<file path="config.mk">
export PLATFORM = sky130hd
export DESIGN_NAME = frame_cfg_loader
export DESIGN_NICKNAME = d
export VERILOG_FILES = /design/src/rtl/frame_cfg_pkg.sv /design/src/rtl/frame_cfg_row_sr.sv /design/src/rtl/frame_cfg_loader.sv
export SDC_FILE = /design/constraint.sdc
export NUM_CORES = 1
export LEC_CHECK = 0
export CAP_MARGIN = 20
export CORE_AREA = 3 3 315 317
export CTS_CLUSTER_SIZE = 40
export DETAILED_ROUTE_END_ITERATION = 16
export DIE_AREA = 0 0 318 320
export GPL_ROUTABILITY_DRIVEN = 1
export SYNTH_ARGS = -nofsm -noshare
export SYNTH_HDL_FRONTEND = slang
export SYNTH_SLANG_ARGS = --single-unit
</file>
<file path="constraint.sdc">
create_clock -name CLK -period 3.8 [get_ports CLK]
set_input_delay 0.76 -clock CLK [delete_from_list [all_inputs] [get_ports CLK]]
set_output_delay 0.76 -clock CLK [all_outputs]
set_load 0.05 [all_outputs]
</file>
<file path="src/rtl/frame_cfg_pkg.sv">
// Shared constants and state type for the fabric configuration loader.
package frame_cfg_pkg;

  localparam logic [31:0] SYNC_WORD   = 32'hFAB0_FAB1;
  localparam logic [31:0] DESYNC_WORD = 32'hFAB0_FAB0;

  // Address word layout: column in the upper half, frame in the lower half
  localparam int COL_MSB = 31;
  localparam int COL_LSB = 16;
  localparam int FRM_MSB = 15;
  localparam int FRM_LSB = 0;

  typedef enum logic [1:0] {
    SYNC_WAIT = 2'd0,
    ADDR      = 2'd1,
    DATA      = 2'd2,
    STROBE    = 2'd3
  } cfg_state_t;

endpackage

</file>
<file path="src/rtl/frame_cfg_row_sr.sv">
// NUM_ROWS x WORD_W frame shift register: new word enters row 0, older words move up.
module frame_cfg_row_sr #(
  parameter int NUM_ROWS = 16,
  parameter int WORD_W   = 32
) (
  input  logic                       clk,
  input  logic                       rst_n,
  input  logic                       shift,
  input  logic [WORD_W-1:0]          din,
  output logic [NUM_ROWS*WORD_W-1:0] rows
);

  logic [NUM_ROWS-1:0][WORD_W-1:0] row_q;

  for (genvar r = 0; r < NUM_ROWS; r++) begin : g_row
    logic [WORD_W-1:0] nxt;
    logic [WORD_W-1:0] q;
    if (r == 0) begin : g_head
      assign nxt = din;
    end else begin : g_tail
      assign nxt = row_q[r-1];
    end
    always_ff @(posedge clk or negedge rst_n)
      if (!rst_n)     q <= '0;
      else if (shift) q <= nxt;
    assign row_q[r] = q;
  end

  assign rows = row_q;

endmodule

</file>
<file path="src/rtl/frame_cfg_loader.sv">
// Bitstream-to-frame configuration loader: sync/desync framing, address decode, one-hot strobe.
// Optional FRAME_CHECKSUM_EN adds a trailing checksum word per frame and the err_chk port.
module frame_cfg_loader
  import frame_cfg_pkg::*;
#(
  parameter int NUM_ROWS       = 16,
  parameter int NUM_COLS       = 10,
  parameter int FRAMES_PER_COL = 20,
  parameter int WORD_W         = 32
) (
  input  logic                                CLK,
  input  logic                                resetn,
  input  logic                                in_valid,
  input  logic [WORD_W-1:0]                   in_data,
  output logic                                in_ready,
  output logic [NUM_ROWS*WORD_W-1:0]          FrameData,
  output logic [NUM_COLS*FRAMES_PER_COL-1:0]  FrameStrobe,
  output logic                                cfg_active,
  output logic                                err_addr,
  input  logic                                err_clr,
`ifdef FRAME_CHECKSUM_EN
  output logic                                err_chk,
`endif
  output logic [15:0]                         frames_done
);

  localparam int NSTB   = NUM_COLS * FRAMES_PER_COL;
  localparam int SIDX_W = $clog2(NSTB);
  localparam int CNT_W  = $clog2(NUM_ROWS + 1);
  localparam logic [CNT_W-1:0] LAST_DATA = CNT_W'(NUM_ROWS - 1);

  cfg_state_t        state;
  logic [CNT_W-1:0]  cnt;
  logic              bad;
  logic [SIDX_W-1:0] sidx;
  logic [NSTB-1:0]   strobe_hot;
  logic              accept;
  logic              shift;
  logic              addr_bad;
  logic [SIDX_W-1:0] sidx_d;

  assign accept   = in_valid & in_ready;
  assign addr_bad = (in_data[COL_MSB:COL_LSB] >= 16'(NUM_COLS)) ||
                    (in_data[FRM_MSB:FRM_LSB] >= 16'(FRAMES_PER_COL));
  assign sidx_d   = SIDX_W'(32'(in_data[COL_MSB:COL_LSB]) * 32'(FRAMES_PER_COL) +
                            32'(in_data[FRM_MSB:FRM_LSB]));

`ifdef FRAME_CHECKSUM_EN
  logic [WORD_W-1:0] sum;
  // The checksum word arrives at cnt == NUM_ROWS and must not disturb FrameData
  assign shift = accept && (state == DATA) && (cnt != CNT_W'(NUM_ROWS));
`else
  assign shift = accept && (state == DATA);
`endif

  always_comb begin
    strobe_hot = '0;
    for (int i = 0; i < NSTB; i++) strobe_hot[i] = (sidx == SIDX_W'(i));
  end

  frame_cfg_row_sr #(.NUM_ROWS(NUM_ROWS), .WORD_W(WORD_W)) u_row_sr (
    .clk   (CLK),
    .rst_n (resetn),
    .shift (shift),
    .din   (in_data),
    .rows  (FrameData)
  );

  always_ff @(posedge CLK or negedge resetn) begin
    if (!resetn) begin
      state       <= SYNC_WAIT;
      in_ready    <= 1'b1;
      cfg_active  <= 1'b0;
      FrameStrobe <= '0;
      frames_done <= '0;
      err_addr    <= 1'b0;
      cnt         <= '0;
      bad         <= 1'b0;
      sidx        <= '0;
`ifdef FRAME_CHECKSUM_EN
      err_chk     <= 1'b0;
      sum         <= '0;
`endif
    end else begin
      FrameStrobe <= '0;
      if (err_clr) err_addr <= 1'b0;
`ifdef FRAME_CHECKSUM_EN
      if (err_clr) err_chk <= 1'b0;
`endif
      case (state)
        SYNC_WAIT:
          if (accept && in_data == SYNC_WORD) begin
            state      <= ADDR;
            cfg_active <= 1'b1;
          end
        ADDR:
          if (accept) begin
            if (in_data == DESYNC_WORD) begin
              state      <= SYNC_WAIT;
              cfg_active <= 1'b0;
            end else begin
              state <= DATA;
              cnt   <= '0;
              bad   <= addr_bad;
              sidx  <= sidx_d;
              if (addr_bad) err_addr <= 1'b1;
`ifdef FRAME_CHECKSUM_EN
              sum   <= in_data;
`endif
            end
          end
        DATA:
          if (accept) begin
            cnt <= cnt + CNT_W'(1);
`ifdef FRAME_CHECKSUM_EN
            sum <= sum + in_data;
            if (cnt == CNT_W'(NUM_ROWS)) begin
              if (bad) begin
                state <= ADDR;
              end else if (in_data != sum) begin
                err_chk <= 1'b1;
                state   <= ADDR;
              end else begin
                state       <= STROBE;
                in_ready    <= 1'b0;
                FrameStrobe <= strobe_hot;
              end
            end
`else
            if (cnt == LAST_DATA) begin
              if (bad) begin
                state <= ADDR;
              end else begin
                state       <= STROBE;
                in_ready    <= 1'b0;
                FrameStrobe <= strobe_hot;
              end
            end
`endif
          end
        STROBE: begin
          state       <= ADDR;
          in_ready    <= 1'b1;
          frames_done <= frames_done + 16'd1;
        end
        default: state <= SYNC_WAIT;
      endcase
    end
  end

`ifdef FRAME_CHECKSUM_EN
  logic unused_last;
  assign unused_last = ^LAST_DATA;
`endif

endmodule

</file>
==> flow_metrics.tcl, run 1 <==
set metrics [dict create \
    grt_pass1_wl_um 130000 \
    fin_crit_sh_pct 77.9 \
    cts-root-buf "clkbuf_16" \
    clk_latency_ns 0.65 \
    drc 0 \
    synth_top_area_cell "dfrtp_1" \
    path_cells "clkdlybuf4s50_1" \
    wl_per_cell_um 22.8 \
    p_sw_share_pct 36.8 \
    seqPwrFrac_pct 38.8 \
    ys_top_cells_by_count "746 x dfrtp_1, 518 x mux2_2, 216 x nor2_1" \
    grt-ovfl-total 0 \
    netlist_instances 1761 \
    cp_max_fo 3 \
    drtIter0Drc 762 \
    ys_warn_count 0 \
    rsz0062_at_grt "false" \
    syn_area_um2 27000 \
    final.min_clock_period_ns 2.96 \
    io_buffers 766 \
    yosysTopAreaCellShare_pct 69.0 \
    viasPerCell 4.46 \
    fmax_mhz 338 \
    hold_class "input pin to async pin" \
    final-max-slew-violation-count 0 \
    cts_setup_buffers 0 \
    ys_seq_area_share_pct 69.1 \
    nets 2623 \
    vias 17451 \
    layoutNonFillerInstCount 3912 \
    path_delay_family "buffers and inverters" \
    syn2layout_area_growth_pct 44.8 \
    place_congestion 0.848 \
    regArea_um2 18700 \
    first_global_vias 18593 \
    crit_arrival_ns 2.20 \
    fillers 8905 \
    fin_setup_tns_ns 0 \
    synth_area_leaders "dfrtp_1 69%, mux2_2 22%, nor2_1 3.0%" \
    p_comb_share_pct 30.0 \
    p_leak_nw 18.1 \
    async_reset_ff_share_pct 100 \
    cts-resized-gates 0 \
    synth_cell_types 45 \
    die_h_um 320 \
    cts_buffer_depth 3 \
    hold_viol 0 \
    die-area_um2 102000 \
    net-switching-power_w 0.00949 \
    cts.sinks 747 \
    power.internal_w 0.0163 \
    boundaryPins 767 \
    worst_pin_slew_ns 1.16 \
    critPathKind "flip-flop to output port" \
    synth_edf_count 0 \
    route.antenna.remaining_nets 0 \
    relSlewSlack_pct 22.8 \
    path_buf_inv 1 \
    core.rowCount 114 \
    firstDrtPassIters 5 \
    status "finished clean" \
    synth.most_common_cell "dfrtp_1" \
    cts_buffers 83 \
    start_kind "flip-flop" \
    multi_input_area_um2 7930 \
    setup_viol 0 \
    dpl.hpwl_um 67000 \
    core_um2 96600 \
    endpoint_kind "output port" \
    grt_max_degree 174 \
    grt_antenna_before_repair 3 \
    skew_ns 0.0234 \
    cts_tree "yes" \
    die_x_um 318 \
    routed_wl_um 89100 \
    cts_hold_buf 0 \
    power_frac_clock_pct 31.1 \
    max_stage_delay_ns 0.92 \
    synth-main-ff-cell "dfrtp_1" \
    htreeDepth 3 \
    syn_area_per_cell_um2 15.4 \
    synth_fp_nets 1816 \
    track_usage_pct 17.0 \
    start_util_pct 28.0 \
    power_density_nw_per_um2 659 \
    dp.cells 3759 \
    final_layout_size_suffix_gt1_share_pct 26.6 \
    crit_slowest_cell "clkdlybuf4s50_1" \
    peakVddDrop_v 0.000540 \
    clk_pin_slew_worst_paths_ns 0.06 \
    final_core_util_pct 40.6 \
    worst-endpoint-required_ns 3.04 \
    ys_ff_latch 747 \
    maxCapViolations 0 \
]
-- cell usage in the layout, fill, tap and decap left out, types with 18 or more instances in the layout --
master           Yosys  final
clkdlybuf4s50_1      0    765
nand3_1             19     18
nand2_1             37     37
clkbuf_16            0     84
clkbuf_1            47     24
buf_4                0     33
mux2_2             518    518
nor2_1             216    216
dfrtp_1            746    746
-- power by group through the flow --
stage | clock network [W] | logic (W) | registers [W]
floorplan | 0 | 0.00181 | 0.0128
global placement | 0 | 0.00777 | 0.0101
detailed placement | 0 | 0.00783 | 0.0102
CTS | 0.00825 | 0.00785 | 0.0100
global route | 0.00856 | 0.00808 | 0.0102
finish | 0.00803 | 0.00775 | 0.0100
-- final timing paths --
path | startpoint | to | slack (ns) | cells past startpoint
setup / recovery | u_row_sr.g_row[1].q[23] | FrameData[55] | 0.84 | 1
hold / removal | resetn | u_row_sr.g_row[14].q[1] | 0.18 | 1
setup reg to reg | state[0] | FrameStrobe[77] | 1.13 | 7
hold reg to reg | frames_done[15] | frames_done[15] | 0.49 | 1
max in group asynchronous | resetn | u_row_sr.g_row[5].q[28] | 2.57 | 3
min in group CLK | frames_done[15] | frames_done[15] | 0.49 | 1
-- state kept, by name, indices dropped and copies added (netlist names) --
name and flops:
frames_done 16, FrameStrobe 200, u_row_sr.g_row.nxt 32, bad 1
u_row_sr.g_row.q 480, err_addr 1, state 2, cnt 5
sidx 8, cfg_active 1, in_ready 1
-- logic make-up after synthesis --
logic type	Yosys count	synth area share, %
AOI/OAI and AO/OA	28	0.671
xor gates and xnor gates	23	0.745
adders and majority gates	19	0.934
buffers and inverters	105	1.62
DFF	747	69.1
muxes	522	21.7
and+or+nand+nor	317	5.21
-- per-stage QoR --
step	hold slack, ns	setup slack (ns)	cell area (um^2)	total power [W]
floorplan	0.464	1.23	27000	0.0146
global placement	0.471	0.523	36400	0.0179
CTS	0.215	0.831	39200	0.0261
global route	0.225	0.809	39200	0.0268
detailed placement	0.470	0.540	36400	0.0180
finish	0.184	0.840	39200	0.0258
-- layer usage --
layer / up-vias / track usage [%] / part of all wire (%)
li1: 7667 / - / -
met1: 9036 / 19.6 / 39
met2: 586 / 29.8 / 51
met3: 162 / 4.82 / 6.7
met4: 0 / 6.97 / 3.8
met5: - / 0 / 0
-- final cells by class --
type / count / share of cell area [%]
Antenna cell: 4 / 0.0256
Multi-Input combinational cell: 909 / 20.3
Clock buffer: 125 / 6.20
Tap cell: 1276 / 4.08
Clock inverter: 24 / 0.764
Inverter: 17 / 0.163
Sequential cell: 747 / 47.7
Timing Repair Buffer: 810 / 20.8
Note: power is estimated with default switching activity, not from simulation.
==> run 2: changes to the inputs <==
Clock period 3.8 ns to 2.38 ns, I/O delays scaled along.
==> run 2 against run 1 <==
  * Wire length is 1.4% higher
  * Sequential power rose by 59%
  * Via count up 2.2%
  * Setup slack lost 0.77 ns
  * Power increased by 59%
  * Critical path type unchanged
  * Critical endpoint is now FrameStrobe[50]
  * Largest cell class unchanged
  * Highest routed layer unchanged
==> flow_metrics.tcl, run 2 (synthesis results as in run 1) <==
set metrics [dict create \
    cts_buffers 82 \
    worst_pin_slew_ns 0.719 \
    max_stage_delay_ns 0.86 \
    cts-root-buf "clkbuf_16" \
    start_kind "flip-flop" \
    critPathKind "flip-flop to output port" \
    fmax_mhz 433 \
    die-area_um2 102000 \
    viasPerCell 4.46 \
    boundaryPins 767 \
    p_leak_nw 21.1 \
    layout_commonest_cell "dfrtp_1" \
    path_cells "clkdlybuf4s50_1" \
    rsz0062_at_grt "false" \
    maxCapViolations 0 \
    fin_ws_ns 0.0684 \
    skew_ns 0.0298 \
    clk_pin_slew_worst_paths_ns 0.06 \
    r2r-end "FrameStrobe[149]" \
    reg2reg_depth 9 \
    cts_setup_buffers 0 \
    path_delay_family "buffers and inverters" \
    nets 2711 \
    endpoint_kind "output port" \
    grt-ovfl-total 0 \
    top_register "u_row_sr.g_row.q" \
    clk_latency_ns 0.64 \
    firstDrtPassIters 5 \
    drc 0 \
    track_usage_pct 17.4 \
    cts_tree "yes" \
    start_util_pct 28.0 \
    syn2layout_area_growth_pct 47.6 \
    vias 17839 \
    drtIter0Drc 885 \
    cp_max_fo 1 \
    largest_reg_flops 480 \
    crit_arrival_ns 1.84 \
    wl_per_cell_um 22.6 \
    htreeDepth 3 \
    hold_class "input pin to async pin" \
    dpl_cell_area_um2 37300 \
    peakVddDrop_v 0.000628 \
    die_x_um 318 \
    fin_setup_tns_ns 0 \
    place_congestion 0.830 \
    setup_viol 0 \
    cts_buffer_depth 3 \
    cts.sinks 747 \
    worst-endpoint-required_ns 1.90 \
    core.rowCount 114 \
    dpl_worst_slack_ns -0.482 \
    grt_antenna_before_repair 8 \
    hold_viol 0 \
    relSlewSlack_pct 52.0 \
    status "finished clean" \
    fin_crit_sh_pct 97.1 \
    route.antenna.remaining_nets 0 \
    final_layout_size_suffix_gt1_share_pct 29.7 \
    final-max-slew-violation-count 0 \
    grt_pass1_wl_um 133000 \
    layout_common_cells "746 x dfrtp_1, 518 x mux2_2, 388 x clkdlybuf4s50_1" \
    r2r_start "cnt[0]" \
    first_global_vias 18950 \
    grt_max_degree 90 \
    die_h_um 320 \
    crit_slowest_cell "clkdlybuf4s50_1" \
    core_um2 96600 \
    io_buffers 766 \
    r2r_setup_slack_ns 0.29 \
    routed_wl_um 90400 \
    power_density_nw_per_um2 1030 \
    final.min_clock_period_ns 2.31 \
    final_area_um2 39900 \
    path_buf_inv 1 \
    dpl.hpwl_um 69200 \
]
## run 2: changes by cell type in the layout (fill, tap and decap cells not counted), sizes merged
cell / previous run / this run
dlymetal6s2s: 0 / 69
clkdlybuf4s50: 765 / 388
diode: 4 / 2
buf: 45 / 150
dlygate4sd3: 0 / 1
bufinv: 5 / 7
dlygate4sd2: 0 / 291
clkbuf: 125 / 117
clkinvlp: 2 / 3
inv: 21 / 22
clkinv: 13 / 14
## run 2: layout make-up
class	instances	area, um^2
Inverter	17	63.8
Tap cell	1276	1600
Timing Repair Buffer	899	8850
Multi-Input combinational cell	909	7930
Antenna cell	2	5.00
Clock inverter	29	387
Sequential cell	747	18700
Clock buffer	117	2390
Fill cell	8958	56700
## run 2: metal layers
metal  wire length, um  GRT usage (%)
met1             34800           20.2
met2             47100           30.9
met3              5810           4.70
met4              2740           6.11
met5                 0              0
## run 2: worst max path at each step
stage / cells after the start / slack (ns) / end / start
after floorplan: 9 / 0.09 / sidx[7] / in_data[17]
after global placement: 10 / -0.53 / sidx[7] / in_data[17]
after detailed placement: 6 / -0.48 / cnt[4] / in_data[6]
after CTS: 1 / 0.0002 / FrameData[14] / u_row_sr.g_row[0].q[14]
after global routing: 1 / 0.0001 / FrameData[297] / u_row_sr.g_row[10].nxt[9]
final: 1 / 0.07 / FrameStrobe[50] / FrameStrobe[50]
## run 2: metrics by stage
step,utilization (%),hold slack [ns],power [W],instances
floorplan,-,0.180,0.0233,1761
global route,41.3,0.373,0.0427,3994
finish,41.3,0.381,0.0409,3996
detailed placement,38.6,0.467,0.0292,3847
global placement,38.6,0.448,0.0290,3847
CTS,41.2,0.354,0.0416,3994
## run 2: power by group
group | switching (W) | internal (W) | total (W)
registers | 0.00163 | 0.0142 | 0.0159
clock network | 0.00521 | 0.00777 | 0.0130
logic | 0.00832 | 0.00377 | 0.0121
## run 2: repair_timing
action | 4_1_cts | 5_1_grt
hold buffers | 1 | 0
setup endpoints to repair | 291 | 69
hold endpoints to repair | 29 | 0
gates resized for setup | 291 | 69
==> run 3: changes to the inputs <==
Settings changed: CTS_BUF_LIST set to sky130_fd_sc_hd__clkbuf_4.
==> run 3 against run 2 <==
  * Non-clock buffer count grew 10
  * Wire length grew 1.7%
  * Hold slack lost 0.15 ns
  * First-iteration DRC count shrank 12%
  * Combinational power is essentially flat
  * Final area shrank 8.1%
  * Power shrank 5.8%
  * Flip-flop and latch count is the same
  * Largest power group unchanged
==> flow_metrics.tcl, run 3 (synthesis results as in run 1) <==
set metrics [dict create \
    status "finished clean" \
    peakVddDrop_v 0.000629 \
    rsz0062_at_grt "false" \
    clk_pin_slew_worst_paths_ns 0.06 \
    fillers 9512 \
    layout_common_cells "729 x dfrtp_1, 618 x buf_2, 518 x mux2_2" \
    syn2layout_area_growth_pct 35.6 \
    vias 18421 \
    top_register "u_row_sr.g_row.q" \
    cts.sinks 747 \
    hold_ws_ns 0.234 \
    power.internal_w 0.0234 \
    hold_end "u_row_sr.g_row[0].q[8]" \
    worst-endpoint-required_ns 1.90 \
    path_cells "buf_2" \
    firstDrtPassIters 5 \
    p_leak_nw 20.2 \
    start_kind "flip-flop" \
    min-delay-start "in_data[8]" \
    grt_pass1_wl_um 136000 \
    fmax_mhz 457 \
    die-area_um2 102000 \
    whs_path_depth 2 \
    reg2reg_depth 9 \
    place_congestion 0.830 \
    wl_per_cell_um 22.0 \
    drc 0 \
    endpoint_kind "output port" \
    die_h_um 320 \
    hold_viol 0 \
    critPathKind "flip-flop to output port" \
    crit_slowest_cell "dfrtp_1" \
    power_frac_clock_pct 28.2 \
    route.antenna.remaining_nets 0 \
    cts_tree "yes" \
    io_buffers 766 \
    fin_crit_sh_pct 92.0 \
    p_comb_share_pct 30.9 \
    r2r-end "FrameStrobe[159]" \
    hold_class "input pin to flip-flop" \
    htreeDepth 4 \
    power.total_w 0.0386 \
    cp_max_fo 3 \
    worst_pin_slew_ns 0.697 \
    core.rowCount 114 \
    viasPerCell 4.40 \
    clk_latency_ns 1.04 \
    final.min_clock_period_ns 2.19 \
    nets 2834 \
    die_x_um 318 \
    crit_arrival_ns 1.71 \
    net-switching-power_w 0.0152 \
    cts_buffer_depth 3 \
    relSlewSlack_pct 53.4 \
    path_buf_inv 1 \
    r2r_setup_slack_ns 0.28 \
    first_global_vias 19887 \
    grt-ovfl-total 0 \
    maxCapViolations 0 \
    final_layout_size_suffix_gt1_share_pct 59.2 \
    drtIter0Drc 781 \
    path_delay_family "flip-flops" \
    skew_ns 0.0615 \
    regArea_um2 18700 \
    multi_input_area_um2 7930 \
    boundaryPins 767 \
    dpl.hpwl_um 69200 \
    final-max-slew-violation-count 0 \
    r2r_start "cnt[0]" \
    grt_max_degree 90 \
    layout_commonest_cell "dfrtp_1" \
    routed_wl_um 91900 \
    p_sw_share_pct 39.4 \
    track_usage_pct 17.8 \
    power_density_nw_per_um2 1050 \
    largest_reg_flops 480 \
    grt_antenna_before_repair 7 \
    start_util_pct 28.0 \
    core_um2 96600 \
    seqPwrFrac_pct 41.0 \
    cts-root-buf "clkbuf_4" \
    cts_buffers 195 \
    setup_viol 0 \
    max_stage_delay_ns 0.41 \
]
-- run 3: changes by cell type in the layout (fill, tap and decap cells not counted), sizes merged, moves of 4 or more --
cell / change
buf: +682
dlymetal6s2s: -69
clkinv: +12
clkdlybuf4s50: -354
bufinv: -5
clkdlybuf4s18: +5
clkbuf: +170
diode: +5
dlygate4sd3: +4
dlygate4sd2: -291
clkdlybuf4s15: +31
-- run 3: repair_timing --
item                                   4_1_cts  5_1_grt
pin swaps                                    0        0
resized for setup                         3570       13
hold buffers                                 6        0
buffers inserted                             5        0
setup endpoints to repair                  724        9
endpoints found under the hold margin      699        0
-- run 3: through the flow --
step | setup slack (ns) | utilization (%) | instances | TNS (ns) | cell area, um^2
5_1_grt | 0.00940 | 38.0 | 4185 | 0 | 36700
3_5_place_dp | -0.482 | 38.6 | 3847 | -6.58 | 37300
6_report | 0.192 | 38.0 | 4187 | 0 | 36700
4_1_cts | -0.123 | 38.0 | 4180 | -0.123 | 36700
2_1_floorplan | 0.0925 | - | 1761 | 0 | 27000
3_3_place_gp | -0.528 | 38.6 | 3847 | -5.81 | 37300
-- run 3: worst max-delay path by stage --
stage	start	to	slack, ns	cells after the start
after global placement	in_data[17]	sidx[7]	-0.53	10
final	cfg_active	cfg_active	0.19	1
after floorplan	in_data[17]	sidx[7]	0.09	9
after global routing	u_row_sr.g_row[5].q[27]	FrameData[187]	0.009	1
after CTS	u_row_sr.g_row[0].q[18]	FrameData[18]	-0.12	1
after detailed placement	in_data[6]	cnt[4]	-0.48	6
-- run 3: final cells by class --
| cell class | instances | share of cell area (%) |
|---|---|---|
| repair buffers | 909 | 16.2 |
| multi-input cells | 909 | 21.6 |
| diodes | 7 | 0.0478 |
| clock inverters | 37 | 0.727 |
| flip-flops and latches | 747 | 51.0 |
| well taps | 1276 | 4.35 |
| inverters | 17 | 0.174 |
| clock buffers | 285 | 5.83 |
-- run 3: metal layers --
layer	track usage [%]	wire length, um	up-vias
met5	0	0	-
met4	7.77	2870	0
met3	5.87	6290	153
met2	30.7	47600	647
met1	20.1	35200	9451
li1	-	-	8170
-- run 3: power groups by stage --
| stage | logic (W) | clock network, W | registers, W |
|---|---|---|---|
| detailed placement | 0.0130 | 0 | 0.0162 |
| global route | 0.0125 | 0.0120 | 0.0160 |
| floorplan | 0.00288 | 0 | 0.0204 |
| global placement | 0.0129 | 0 | 0.0161 |
| finish | 0.0119 | 0.0109 | 0.0158 |
| CTS | 0.0121 | 0.0113 | 0.0158 |
